--- src/rtl/kb_mmio_pkg.sv ---
// Shared constants and state encoding for the keyboard MMIO bridge.
package kb_mmio_pkg;

  localparam logic [63:0] KB_OFF_STATUS = 64'h00;
  localparam logic [63:0] KB_OFF_DATA   = 64'h08;
  localparam logic [63:0] KB_OFF_CTRL   = 64'h10;
  localparam logic [63:0] KB_WIN_BYTES  = 64'd24;

  localparam int ST_KB_STATUS = 0;
  localparam int ST_BUF_FULL  = 1;
  localparam int ST_FULL_SEEN = 2;
  localparam int ST_IRQ_EN    = 3;

  localparam int CTRL_CLEAR    = 0;
  localparam int CTRL_IRQ_EN   = 1;
  localparam int CTRL_FS_CLEAR = 2;

  localparam int KB_EMPTY_FLAG = 63;

  typedef enum logic [1:0] {S_IDLE, S_POP, S_WAIT, S_RESP} kb_state_e;

endpackage

--- src/rtl/kb_mmio_port.sv ---
// CPU data-bus bridge to the keyboard buffer: STATUS/DATA/CONTROL registers,
// pop sequencing with a settle delay, and a level interrupt.
module kb_mmio_port
  import kb_mmio_pkg::*;
#(
  parameter logic [63:0] KB_BASE_ADDR = 64'h0000_0000_0000_F000,
  parameter int          POP_WAIT     = 2
) (
  input  logic        clk,
  input  logic        rst,
  input  logic        mem_req,
  input  logic        mem_we,
  input  logic [63:0] mem_addr,
  input  logic [63:0] mem_wdata,
  output logic [63:0] mem_rdata,
  output logic        mem_ready,
  input  logic        KB_status,
  input  logic [6:0]  KB_data,
  input  logic        buf_full,
  output logic        KB_read_en,
  output logic        KB_clear,
  output logic        kb_irq
);

  kb_state_e   state_q, state_d;
  logic [3:0]  cnt_q, cnt_d;
  logic [63:0] resp_q, resp_d;
  logic [63:0] rdata_q, rdata_d;
  logic        ready_q, ready_d;
  logic        read_en_q, read_en_d;
  logic        clear_q, clear_d;
  logic        irq_en_q, irq_en_d;
  logic        full_seen_q, full_seen_d;
  logic        irq_q, irq_d;

  logic [63:0] offset;
  logic        hit, is_status, is_data, is_ctrl, fs_clr;
  logic [63:0] status_val, ctrl_val, empty_val;

  assign offset    = mem_addr - KB_BASE_ADDR;
  assign hit       = mem_req && (mem_addr >= KB_BASE_ADDR)
                     && (mem_addr < KB_BASE_ADDR + KB_WIN_BYTES) && (mem_addr[2:0] == 3'b000);
  assign is_status = (offset == KB_OFF_STATUS);
  assign is_data   = (offset == KB_OFF_DATA);
  assign is_ctrl   = (offset == KB_OFF_CTRL);

  always_comb begin
    status_val = '0;
    status_val[ST_KB_STATUS] = KB_status;
    status_val[ST_BUF_FULL]  = buf_full;
    status_val[ST_FULL_SEEN] = full_seen_q;
    status_val[ST_IRQ_EN]    = irq_en_q;
    ctrl_val = '0;
    ctrl_val[CTRL_IRQ_EN] = irq_en_q;
    empty_val = '0;
    empty_val[KB_EMPTY_FLAG] = 1'b1;
  end

  // Outputs are registered: each is loaded on the edge that enters the state it belongs to.
  always_comb begin
    state_d   = state_q;
    cnt_d     = cnt_q;
    resp_d    = resp_q;
    rdata_d   = '0;
    ready_d   = 1'b0;
    read_en_d = 1'b0;
    clear_d   = 1'b0;
    irq_en_d  = irq_en_q;
    fs_clr    = 1'b0;
    case (state_q)
      S_IDLE: if (hit) begin
        if (is_data && !mem_we && KB_status) begin
          resp_d    = {57'b0, KB_data};
          read_en_d = 1'b1;
          state_d   = S_POP;
        end else begin
          state_d = S_RESP;
          ready_d = 1'b1;
          if (!mem_we) begin
            if (is_status)    rdata_d = status_val;
            else if (is_data) rdata_d = empty_val;
            else              rdata_d = ctrl_val;
          end else if (is_ctrl) begin
            clear_d  = mem_wdata[CTRL_CLEAR];
            irq_en_d = mem_wdata[CTRL_IRQ_EN];
            fs_clr   = mem_wdata[CTRL_FS_CLEAR];
          end
        end
      end
      S_POP: begin
        state_d = S_WAIT;
        cnt_d   = 4'(POP_WAIT - 1);
      end
      S_WAIT: if (cnt_q == 4'd0) begin
        state_d = S_RESP;
        ready_d = 1'b1;
        rdata_d = resp_q;
      end else begin
        cnt_d = cnt_q - 4'd1;
      end
      default: state_d = S_IDLE;
    endcase
    // A buf_full sample on the clearing edge keeps the sticky bit set.
    full_seen_d = buf_full | (full_seen_q & ~fs_clr);
    irq_d       = irq_en_q & KB_status;
  end

  always_ff @(posedge clk) begin
    if (rst) begin
      state_q     <= S_IDLE;
      cnt_q       <= '0;
      resp_q      <= '0;
      rdata_q     <= '0;
      ready_q     <= 1'b0;
      read_en_q   <= 1'b0;
      clear_q     <= 1'b0;
      irq_en_q    <= 1'b0;
      full_seen_q <= 1'b0;
      irq_q       <= 1'b0;
    end else begin
      state_q     <= state_d;
      cnt_q       <= cnt_d;
      resp_q      <= resp_d;
      rdata_q     <= rdata_d;
      ready_q     <= ready_d;
      read_en_q   <= read_en_d;
      clear_q     <= clear_d;
      irq_en_q    <= irq_en_d;
      full_seen_q <= full_seen_d;
      irq_q       <= irq_d;
    end
  end

  assign mem_rdata  = rdata_q;
  assign mem_ready  = ready_q;
  assign KB_read_en = read_en_q;
  assign KB_clear   = clear_q;
  assign kb_irq     = irq_q;

endmodule

--- config.mk ---
export PLATFORM = sky130hd
export DESIGN_NAME = kb_mmio_port
export DESIGN_NICKNAME = d
export VERILOG_FILES = /design/src/rtl/kb_mmio_pkg.sv /design/src/rtl/kb_mmio_port.sv
export SDC_FILE = /design/constraint.sdc
export NUM_CORES = 1
export LEC_CHECK = 0
export BUFFER_PORTS_ARGS = -buffer_cell sky130_fd_sc_hd__buf_2
export CELL_PAD_IN_SITES_DETAIL_PLACEMENT = 1
export CELL_PAD_IN_SITES_GLOBAL_PLACEMENT = 1
export CORE_ASPECT_RATIO = 0.75
export CORE_UTILIZATION = 26
export DETAILED_ROUTE_END_ITERATION = 7
export PLACE_DENSITY_LB_ADDON = 0.25
export SYNTH_ARGS = -nofsm -noshare
export SYNTH_HDL_FRONTEND = slang
export SYNTH_SLANG_ARGS = --single-unit
--- constraint.sdc ---
create_clock -name clk -period 3.4 [get_ports clk]
set_input_delay 0.17 -clock clk [delete_from_list [all_inputs] [get_ports clk]]
set_output_delay 0.17 -clock clk [all_outputs]
set_load 0.03 [all_outputs]
==> impl_metrics.csv, run 1 <==
group,metric,value,unit
setup_path,cp_max_fo,6,
setup_path,worstPathRequired,3.62,ns
setup_path,regToRegSetupSlack,1.50,ns
sta,setup_tns,0,ns
routing,first_iter_violations,60,
routing,dr.pass1.iters,4,
routing,routedWlPerCell,13.39,µm
synth,postSynth.asyncResetShare,0,%
routing,via_count,2114,
setup_path,r2r-end,"mem_rdata[4]$_SDFF_PP0_",
routing,avgViaCountPerCell,4.556,
synth,syn-cell-area,2191,µm²
routing,drtAntennaViolNets,0,
setup_path,setup.worst_path.class,"input pin to flip-flop",
setup_path,critPathLaunch,"mem_addr[17]",
cts,cts-buffers-inserted,3,
placement,dp_hpwl,5369,µm
hold_path,hold_depth,2,
synth,synth_edf_count,0,
floorplanning,num_rows,28,
grt,antenna_found_initial,0,
synth,ys_ff_latch,27,
synth,synth_area_per_cell,8.205,µm²
cells_and_area,num_antenna_cells,0,
synth,netlist_instances,267,
cells_and_area,instances_no_fill,464,
placement,dpl.cell_count,460,
cells_and_area,seqCellArea,540.5,µm²
sta,drv_slew,0,
cts,post_cts_buffers,0,
power,powerDensity,262.2,nW/µm²
synth,synthFlopType,"dfxtp_1",
job,max_cap_viol_count,0,
sta,period_needed,2.551,ns
setup_path,slowest_stage,"nor3b_4",
cells_and_area,nets,506,
grt,grt_start_max_net_pins,22,
cells_and_area,drive_gt1_share,30.92,%
setup_path,max_stage_delay,0.44,ns
floorplanning,num_io_pins,209,
setup_path,path_cells,"buf_2, nor4_4, nor3b_4, nand4bb_2, o32ai_1, nand4_1, nor3_2, and4_4, and3b_4, a32o_2",
cts,path_clk_slew,0.09,ns
sta,finalCritPeriodShare,75.03,%
placement,dp_worst_setup_slack,0.5218,ns
floorplanning,dieWidth,108.0,µm
grt,grt_pass1_wl,9756,µm
cts,root_buffer,"clkbuf_8",
setup_path,end_kind,"flip-flop",
sta,setup_ws,0.8490,ns
sta,finalHoldViolCount,0,
floorplanning,coreArea,8023,µm²
cts,cts.sinks,27,
sta,clock_skew,0.001798,ns
hold_path,hold_end,"mem_rdata[63]$_SDFF_PP0_",
hold_path,min_from,"KB_status",
routing,route.detailed.drc,0,
sta,tightest_slew,0.9305,ns
sta,final-setup-viol-count,0,
cts,cts_hold_buffers,0,
sta,rsz0062_at_grt,"no",
sta,max_freq,392.0,MHz
grt,grt_pass1_vias,2007,
power,ir_worst_vdd,0.1547,mV
status,status,"finished clean",
floorplanning,initial_core_util,27.31,%
cells_and_area,layout_commonest_cell,"buf_2",
cells_and_area,fillCellCount,1028,
cells_and_area,multi_input_area,1399,µm²
setup_path,r2r_start,"state_q[0]$_SDFFE_PP0P_",
cts,ctsResizeCount,0,
setup_path,startpoint_type,"input pin",
hold_path,hold_path_class,"input pin to flip-flop",
cells_and_area,syn_to_final_growth,18.90,%
cts,insertion_delay,0.27,ns
setup_path,worst-path-buf-inv,1,
routing,finalWirelength,6214,µm
grt,grt_overflow,0,
placement,io_buffers,91,
synth,yosysUniqueCellTypes,53,
cts,ctsHtreeMaxLevel,1,
cts,cts_buffer_depth,2,
sta,relSlewSlack,37.49,%
floorplanning,die_area,8801,µm²
power,p_leak,1.155,nW
setup_path,crit_arrival,2.77,ns
grt,track_usage,14.09,%
floorplanning,die_y,81.50,µm
synth,yosysWarningCount,0,
cells_and_area,layout_common_cells,"91 x buf_2, 56 x conb_1, 28 x nor2_1",
cts,cts_tree,"done",
synth,ys_seq_area_share,24.67,%
setup_path,reg2reg_depth,5,
placement,gp_congestion,0.8385,
setup_path,worst_path_dominant_cell_family,"simple AND/OR/NAND/NOR gates",
-- per-stage QoR --
step | util [%] | cell area [µm²] | hold WS, ns | total power, mW
5_1_grt | 32.47 | 2605 | 0.1061 | 0.7209
4_1_cts | 32.47 | 2605 | 0.09992 | 0.6898
6_report | 32.47 | 2605 | 0.1081 | 0.6831
2_1_floorplan | - | 2397 | 0.2407 | 0.4843
3_3_place_gp | 31.91 | 2560 | 0.4004 | 0.5050
3_5_place_dp | 31.91 | 2560 | 0.3998 | 0.5067
-- routing by layer --
layer  share of wire (%)  vias to the layer above  track usage [%]  routed length (µm)
li1                    -                     1041                -                   -
met1                  45                      985            18.83                2802
met5                   0                        -                0                   0
met3                 7.9                        2            2.222                 491
met4                0.40                        0            1.644                  25
met2                  47                       86            24.59                2895
-- cell type report --
class | count | area share, %
Multi-Input combinational cell | 229 | 53.70
Sequential cell | 27 | 20.75
Timing Repair Buffer | 92 | 17.77
Tap cell | 105 | 5.043
Clock buffer | 4 | 1.729
Inverter | 7 | 1.009
-- sequential cells by signal, summed over array words and instances (netlist names) --
name and count:
KB_read_en 1, irq_en_q 1, cnt_q 4, mem_rdata 8
kb_irq 1, full_seen_q 1, KB_clear 1, resp_q 7
mem_ready 1, state_q 2
-- cells by family after synthesis --
| family | share of synthesized area [%] |
|---|---|
| adders and majority gates | 2.856 |
| and+or+nand+nor | 31.92 |
| AOI/OAI and AO/OA | 12.05 |
| buffers and inverters | 20.90 |
| xor gates and xnor gates | 2.399 |
| muxes | 5.026 |
| other | 0.1712 |
| DFF | 24.67 |
-- how the worst max path moves through the flow --
| stage | cells after the start | slack, ns | end |
|---|---|---|---|
| floorplan | 8 | 1.14 | state_q[1]$_SDFFE_PP0P_ |
| global placement | 10 | 0.56 | mem_rdata[3]$_SDFF_PP0_ |
| detailed placement | 10 | 0.52 | mem_rdata[3]$_SDFF_PP0_ |
| CTS | 10 | 0.79 | mem_rdata[3]$_SDFF_PP0_ |
| global route | 10 | 0.64 | mem_rdata[63]$_SDFF_PP0_ |
| finish | 10 | 0.85 | mem_rdata[3]$_SDFF_PP0_ |
-- cells in the mapped netlist (all sizes together), types with 2 or more instances --
library cell / number / area (µm²)
clkbuf: 2 / 7.510
a21oi: 6 / 30.03
o21ai: 4 / 20.01
dfxtp: 27 / 540.5
ha: 5 / 62.56
a32o: 3 / 33.78
nor4: 11 / 90.08
o311ai: 2 / 17.52
inv: 7 / 26.28
xor2: 3 / 26.28
o32ai: 2 / 17.52
mux2i: 11 / 110.1
a22oi: 2 / 15.01
nand2: 14 / 52.55
nor2b: 2 / 12.51
nor2: 29 / 111.4
and2: 3 / 18.77
or3: 4 / 25.02
a211oi: 3 / 22.52
nand4: 7 / 43.79
nand2b: 6 / 37.54
nor3b: 2 / 31.28
o41ai: 4 / 42.55
o31ai: 4 / 30.03
and3b: 2 / 21.27
nor3: 14 / 80.08
buf: 57 / 424.2
and4: 3 / 28.78
nand3b: 2 / 15.01
nand3: 12 / 72.57
xnor2: 3 / 26.28
-- power by group --
| part | switching [mW] | internal, mW |
|---|---|---|
| Clock | 0.0988 | 0.0840 |
| Combinational | 0.134 | 0.0486 |
| Sequential | 0.000499 | 0.317 |
| Total | 0.234 | 0.449 |
Power figures use the tool's default switching activity.
==> inputs of run 2 (changes only) <==
Settings changed: CORE_UTILIZATION 26 to 22.
Clock period 3.4 ns to 2.25 ns, I/O delays scaled along.
==> impl_metrics.csv, run 2 (synthesis gave the netlist of run 1 again) <==
group,metric,value,unit
cells_and_area,instances_no_fill,539,
cells_and_area,final_area,3136,µm²
hold_path,min_from,"KB_status",
setup_path,end_kind,"flip-flop",
placement,io_buffers,91,
setup_path,reg2reg_depth,8,
cells_and_area,layout_commonest_cell,"buf_2",
routing,via_count,2265,
grt,grt_pass1_vias,2174,
cells_and_area,num_antenna_cells,0,
cells_and_area,drive_gt1_share,41.28,%
cells_and_area,largest_reg_flops,8,
grt,grt_overflow,0,
cts,cts_buffer_depth,2,
cts,insertion_delay,0.26,ns
sta,period_needed,2.146,ns
sta,clock_skew,0.004662,ns
floorplanning,num_rows,31,
cts,path_clk_slew,0.06,ns
floorplanning,num_io_pins,209,
setup_path,worstPathRequired,2.46,ns
cells_and_area,layout_common_cells,"89 x buf_2, 56 x conb_1, 48 x buf_4",
setup_path,cp_max_fo,6,
routing,route.detailed.drc,0,
hold_path,hold_path_class,"input pin to flip-flop",
hold_path,hold_end,"mem_rdata[63]$_SDFF_PP0_",
cts,cts_tree,"done",
sta,max_freq,466.0,MHz
sta,drv_slew,0,
sta,finalHoldViolCount,0,
routing,avgViaCountPerCell,4.202,
job,max_cap_viol_count,0,
placement,gp_congestion,0.7938,
routing,first_iter_violations,59,
placement,place_area,2947,µm²
sta,final-setup-viol-count,0,
power,p_leak,1.439,nW
cts,ctsHtreeMaxLevel,1,
sta,setup_ws,0.1040,ns
routing,drtAntennaViolNets,0,
routing,routedWlPerCell,12.86,µm
cells_and_area,fillCellCount,1217,
grt,grt_pass1_wl,10740,µm
setup_path,regToRegSetupSlack,0.56,ns
setup_path,startpoint_type,"input pin",
grt,grt_start_max_net_pins,22,
setup_path,worst_path_dominant_cell_family,"simple AND/OR/NAND/NOR gates",
power,ir_worst_vdd,0.2004,mV
floorplanning,dieWidth,117.2,µm
cells_and_area,syn_to_final_growth,43.12,%
setup_path,slowest_stage,"or3_1",
placement,dpl.cell_count,534,
grt,track_usage,13.41,%
floorplanning,die_area,10370,µm²
sta,rsz0062_at_grt,"yes",
hold_path,hold_depth,2,
routing,dr.pass1.iters,4,
setup_path,max_stage_delay,0.39,ns
cts,cts-buffers-inserted,3,
floorplanning,coreArea,9658,µm²
placement,dp_hpwl,6069,µm
cells_and_area,nets,554,
power,powerDensity,389.1,nW/µm²
setup_path,path_cells,"buf_2, or3_1, nand2b_1, nand4bb_4, o41ai_2, nand4_1, nor3_2, and4_4, and3b_4, a32o_2",
cts,root_buffer,"clkbuf_16",
cts,cts.sinks,27,
floorplanning,initial_core_util,22.68,%
floorplanning,die_y,88.42,µm
setup_path,setup.worst_path.class,"input pin to flip-flop",
setup_path,r2r_start,"state_q[0]$_SDFFE_PP0P_",
status,status,"finished clean",
sta,timing.hold.ws,0.08114,ns
setup_path,worst-path-buf-inv,1,
setup_path,crit_arrival,2.35,ns
setup_path,r2r-end,"full_seen_q$_SDFF_PP0_",
placement,dp_worst_setup_slack,-0.3198,ns
power,power,1.220,mW
routing,finalWirelength,6933,µm
grt,antenna_found_initial,0,
sta,finalCritPeriodShare,95.38,%
==> run 2: cell types whose count changed in the layout (fill, tap and decap cells not counted), moves of 2 or more <==
cell,change
o41ai_1,-3
o31ai_1,-3
clkbuf_8,-3
buf_2,-2
buf_6,+3
o41ai_2,+3
o31ai_2,+3
buf_4,+47
clkbuf_16,+3
==> run 2: metrics by stage <==
stage               util [%]  setup TNS (ns)
finish                 32.47               0
global route           32.47               0
CTS                    31.57               0
detailed placement     30.51          -2.009
global placement       30.51          -1.335
floorplan                  -               0
==> run 2: what timing repair did <==
item,in CTS,in global routing
pin swaps,0,3
setup endpoints to repair,5,7
resized for setup,4,13
hold buffers,0,0
buffers inserted,0,1
==> run 2: cell type report <==
class	count	area, µm²	area share [%]
clock buffers	4	78.83	2.514
inverters	7	26.28	0.8380
flip-flops and latches	27	540.5	17.24
multi-input cells	229	1485	47.37
well taps	132	165.2	5.267
repair buffers	140	839.6	26.78
==> run 2: how the worst max path moves through the flow <==
stage                      start                 endpoint  slack [ns]  depth (start not counted)
finish              mem_addr[42]  mem_rdata[2]$_SDFF_PP0_        0.10                         10
global route        mem_addr[17]  mem_rdata[2]$_SDFF_PP0_       0.005                         11
CTS                 mem_addr[17]  mem_rdata[2]$_SDFF_PP0_        0.01                         11
detailed placement  mem_addr[22]  mem_rdata[2]$_SDFF_PP0_       -0.32                         10
global placement    mem_addr[22]  mem_rdata[3]$_SDFF_PP0_       -0.21                         10
floorplan           mem_addr[22]  state_q[1]$_SDFFE_PP0P_        0.05                          8
==> run 2: power breakdown <==
part / switching [mW] / internal [mW]
sequential: 0.000617 / 0.479
clock: 0.164 / 0.243
combinational: 0.220 / 0.114
total: 0.385 / 0.835
==> run 2: metal layers <==
layer / global-route usage, % / part of all wire (%)
met1: 17.59 / 45
met2: 23.21 / 48
met3: 3.014 / 6.8
met4: 1.381 / 0.27
met5: 0 / 0
==> inputs of run 3 (changes only) <==
Settings changed: PLACE_DENSITY_LB_ADDON 0.25 to 0.1.
==> impl_metrics.csv, run 3 (synthesis gave the netlist of run 1 again) <==
group,metric,value,unit
status,status,"finished clean",
routing,routedWlPerCell,12.54,µm
cells_and_area,drive_gt1_share,41.46,%
setup_path,worstPathRequired,2.44,ns
floorplanning,die_area,10370,µm²
grt,grt_start_max_net_pins,22,
routing,drtAntennaViolNets,0,
grt,met2_usage,22.51,%
setup_path,slowest_stage,"and4_4",
cts,cts.sinks,27,
placement,place_area,2989,µm²
floorplanning,initial_core_util,22.68,%
setup_path,crit_arrival,2.39,ns
setup_path,max_stage_delay,0.35,ns
grt,grt_overflow,0,
job,max_cap_viol_count,0,
cells_and_area,multi_input_area,1475,µm²
cells_and_area,layout_common_cells,"89 x buf_2, 56 x conb_1, 50 x buf_4",
setup_path,startpoint_type,"input pin",
hold_path,hold_path_class,"input pin to flip-flop",
sta,setup_tns,0,ns
floorplanning,die_y,88.42,µm
cells_and_area,nets,557,
setup_path,setup.worst_path.class,"input pin to flip-flop",
floorplanning,num_io_pins,209,
routing,finalWirelength,6795,µm
cells_and_area,fillCellCount,1211,
sta,finalHoldViolCount,0,
grt,antenna_found_initial,0,
sta,clock_skew,0.004631,ns
setup_path,end_kind,"flip-flop",
sta,rsz0062_at_grt,"yes",
routing,first_iter_violations,57,
grt,grt_pass1_wl,10760,µm
placement,gp_congestion,0.7648,
cells_and_area,num_antenna_cells,0,
cts,cts-buffers-inserted,3,
sta,drv_slew,0,
sta,max_freq,455.4,MHz
sta,finalCritPeriodShare,97.60,%
cells_and_area,seqCellArea,540.5,µm²
setup_path,cp_common_cell,"and4_4",
cts,post_cts_buffers,0,
cells_and_area,layout_commonest_cell,"buf_2",
placement,dp_hpwl,5887,µm
cts,root_buffer,"clkbuf_16",
setup_path,path_cells,"buf_2, nor4_2, and4_4, nand2_1, o41ai_2, nand3_1, nor4_1, and4_4, and3b_4, nor3b_2",
cts,ctsHtreeMaxLevel,1,
grt,grtUsageMet3,2.260,%
cts,insertion_delay,0.26,ns
floorplanning,dieWidth,117.2,µm
cts,cts_buffer_depth,2,
routing,route.detailed.drc,0,
routing,avgViaCountPerCell,4.220,
power,powerDensity,383.9,nW/µm²
cts,path_clk_slew,0.07,ns
sta,period_needed,2.196,ns
cells_and_area,final_area,3162,µm²
sta,final-setup-viol-count,0,
power,p_leak,1.462,nW
power,ir_worst_vdd,0.1834,mV
routing,via_count,2287,
floorplanning,coreArea,9658,µm²
cells_and_area,largest_reg_flops,8,
placement,io_buffers,91,
routing,dr.pass1.iters,5,
grt,grt_pass1_vias,2195,
setup_path,cp_max_fo,5,
grt,use_met1,18.19,%
cells_and_area,syn_to_final_growth,44.32,%
floorplanning,num_rows,31,
cts,cts_tree,"done",
grt,grt.busiest_layer,"met2",
grt,track_usage,13.32,%
## run 3: cell count changes in the layout (fill, tap and decap cells not counted)
cell	before	now
buf_12	0	1
buf_4	48	50
clkbuf_1	1	0
clkinv_2	0	1
nor4_2	0	1
nor4_4	2	1
nor4b_2	1	0
nor4b_4	0	1
o31ai_1	1	3
o31ai_2	3	1
## run 3: through the flow
step / setup slack, ns / cells / power (mW) / hold WS [ns] / utilization [%]
3_5_place_dp: -0.3335 / 538 / 0.8134 / 0.3471 / 30.95
5_1_grt: -0.07172 / 542 / 1.286 / 0.07434 / 32.74
2_1_floorplan: 0.05022 / 322 / 0.7318 / 0.1832 / -
6_report: 0.05411 / 542 / 1.214 / 0.07593 / 32.74
4_1_cts: 0.001131 / 542 / 1.222 / 0.06888 / 32.14
3_3_place_gp: -0.2958 / 538 / 0.8138 / 0.3467 / 30.95
## run 3: path summary, 6_finish.rpt
path	from	slack, ns	depth (start not counted)	to
min	KB_status	0.08	2	mem_rdata[63]$_SDFF_PP0_
max	mem_addr[22]	0.05	10	mem_rdata[63]$_SDFF_PP0_
max reg2reg	state_q[0]$_SDFFE_PP0P_	0.57	8	resp_q[0]$_SDFFE_PP0P_
min reg2reg	resp_q[6]$_SDFFE_PP0P_	0.46	1	mem_rdata[6]$_SDFF_PP0_
## run 3: routing by layer
layer	part of all wire, %	vias up
met5	0	-
met4	0.44	0
met3	5.4	2
met2	47	78
met1	48	1062
li1	-	1145
## run 3: layout make-up
cell class	count	area share (%)
clock buffers	3	2.374
clock inverters	1	0.1583
inverters	7	0.8310
multi-input cells	229	46.66
flip-flops and latches	27	17.10
well taps	132	5.224
repair buffers	143	27.66
## run 3: where the power goes
part           internal (mW)  total (mW)  switching, mW
registers              0.479       0.479       0.000543
logic                  0.116       0.334          0.218
clock network          0.240       0.401          0.161
total                  0.834        1.21          0.380
## run 3: timing repair
action	CTS	global route
hold buffers	0	0
endpoints found under the setup margin	5	7
gates resized for setup	6	9
pin swaps	0	4
## run 3: critical path, delay by kind of cell
family          cells  cell delay (ns)
simple gates        8             1.94
buf+inv             1             0.10
compound gates      1             0.25
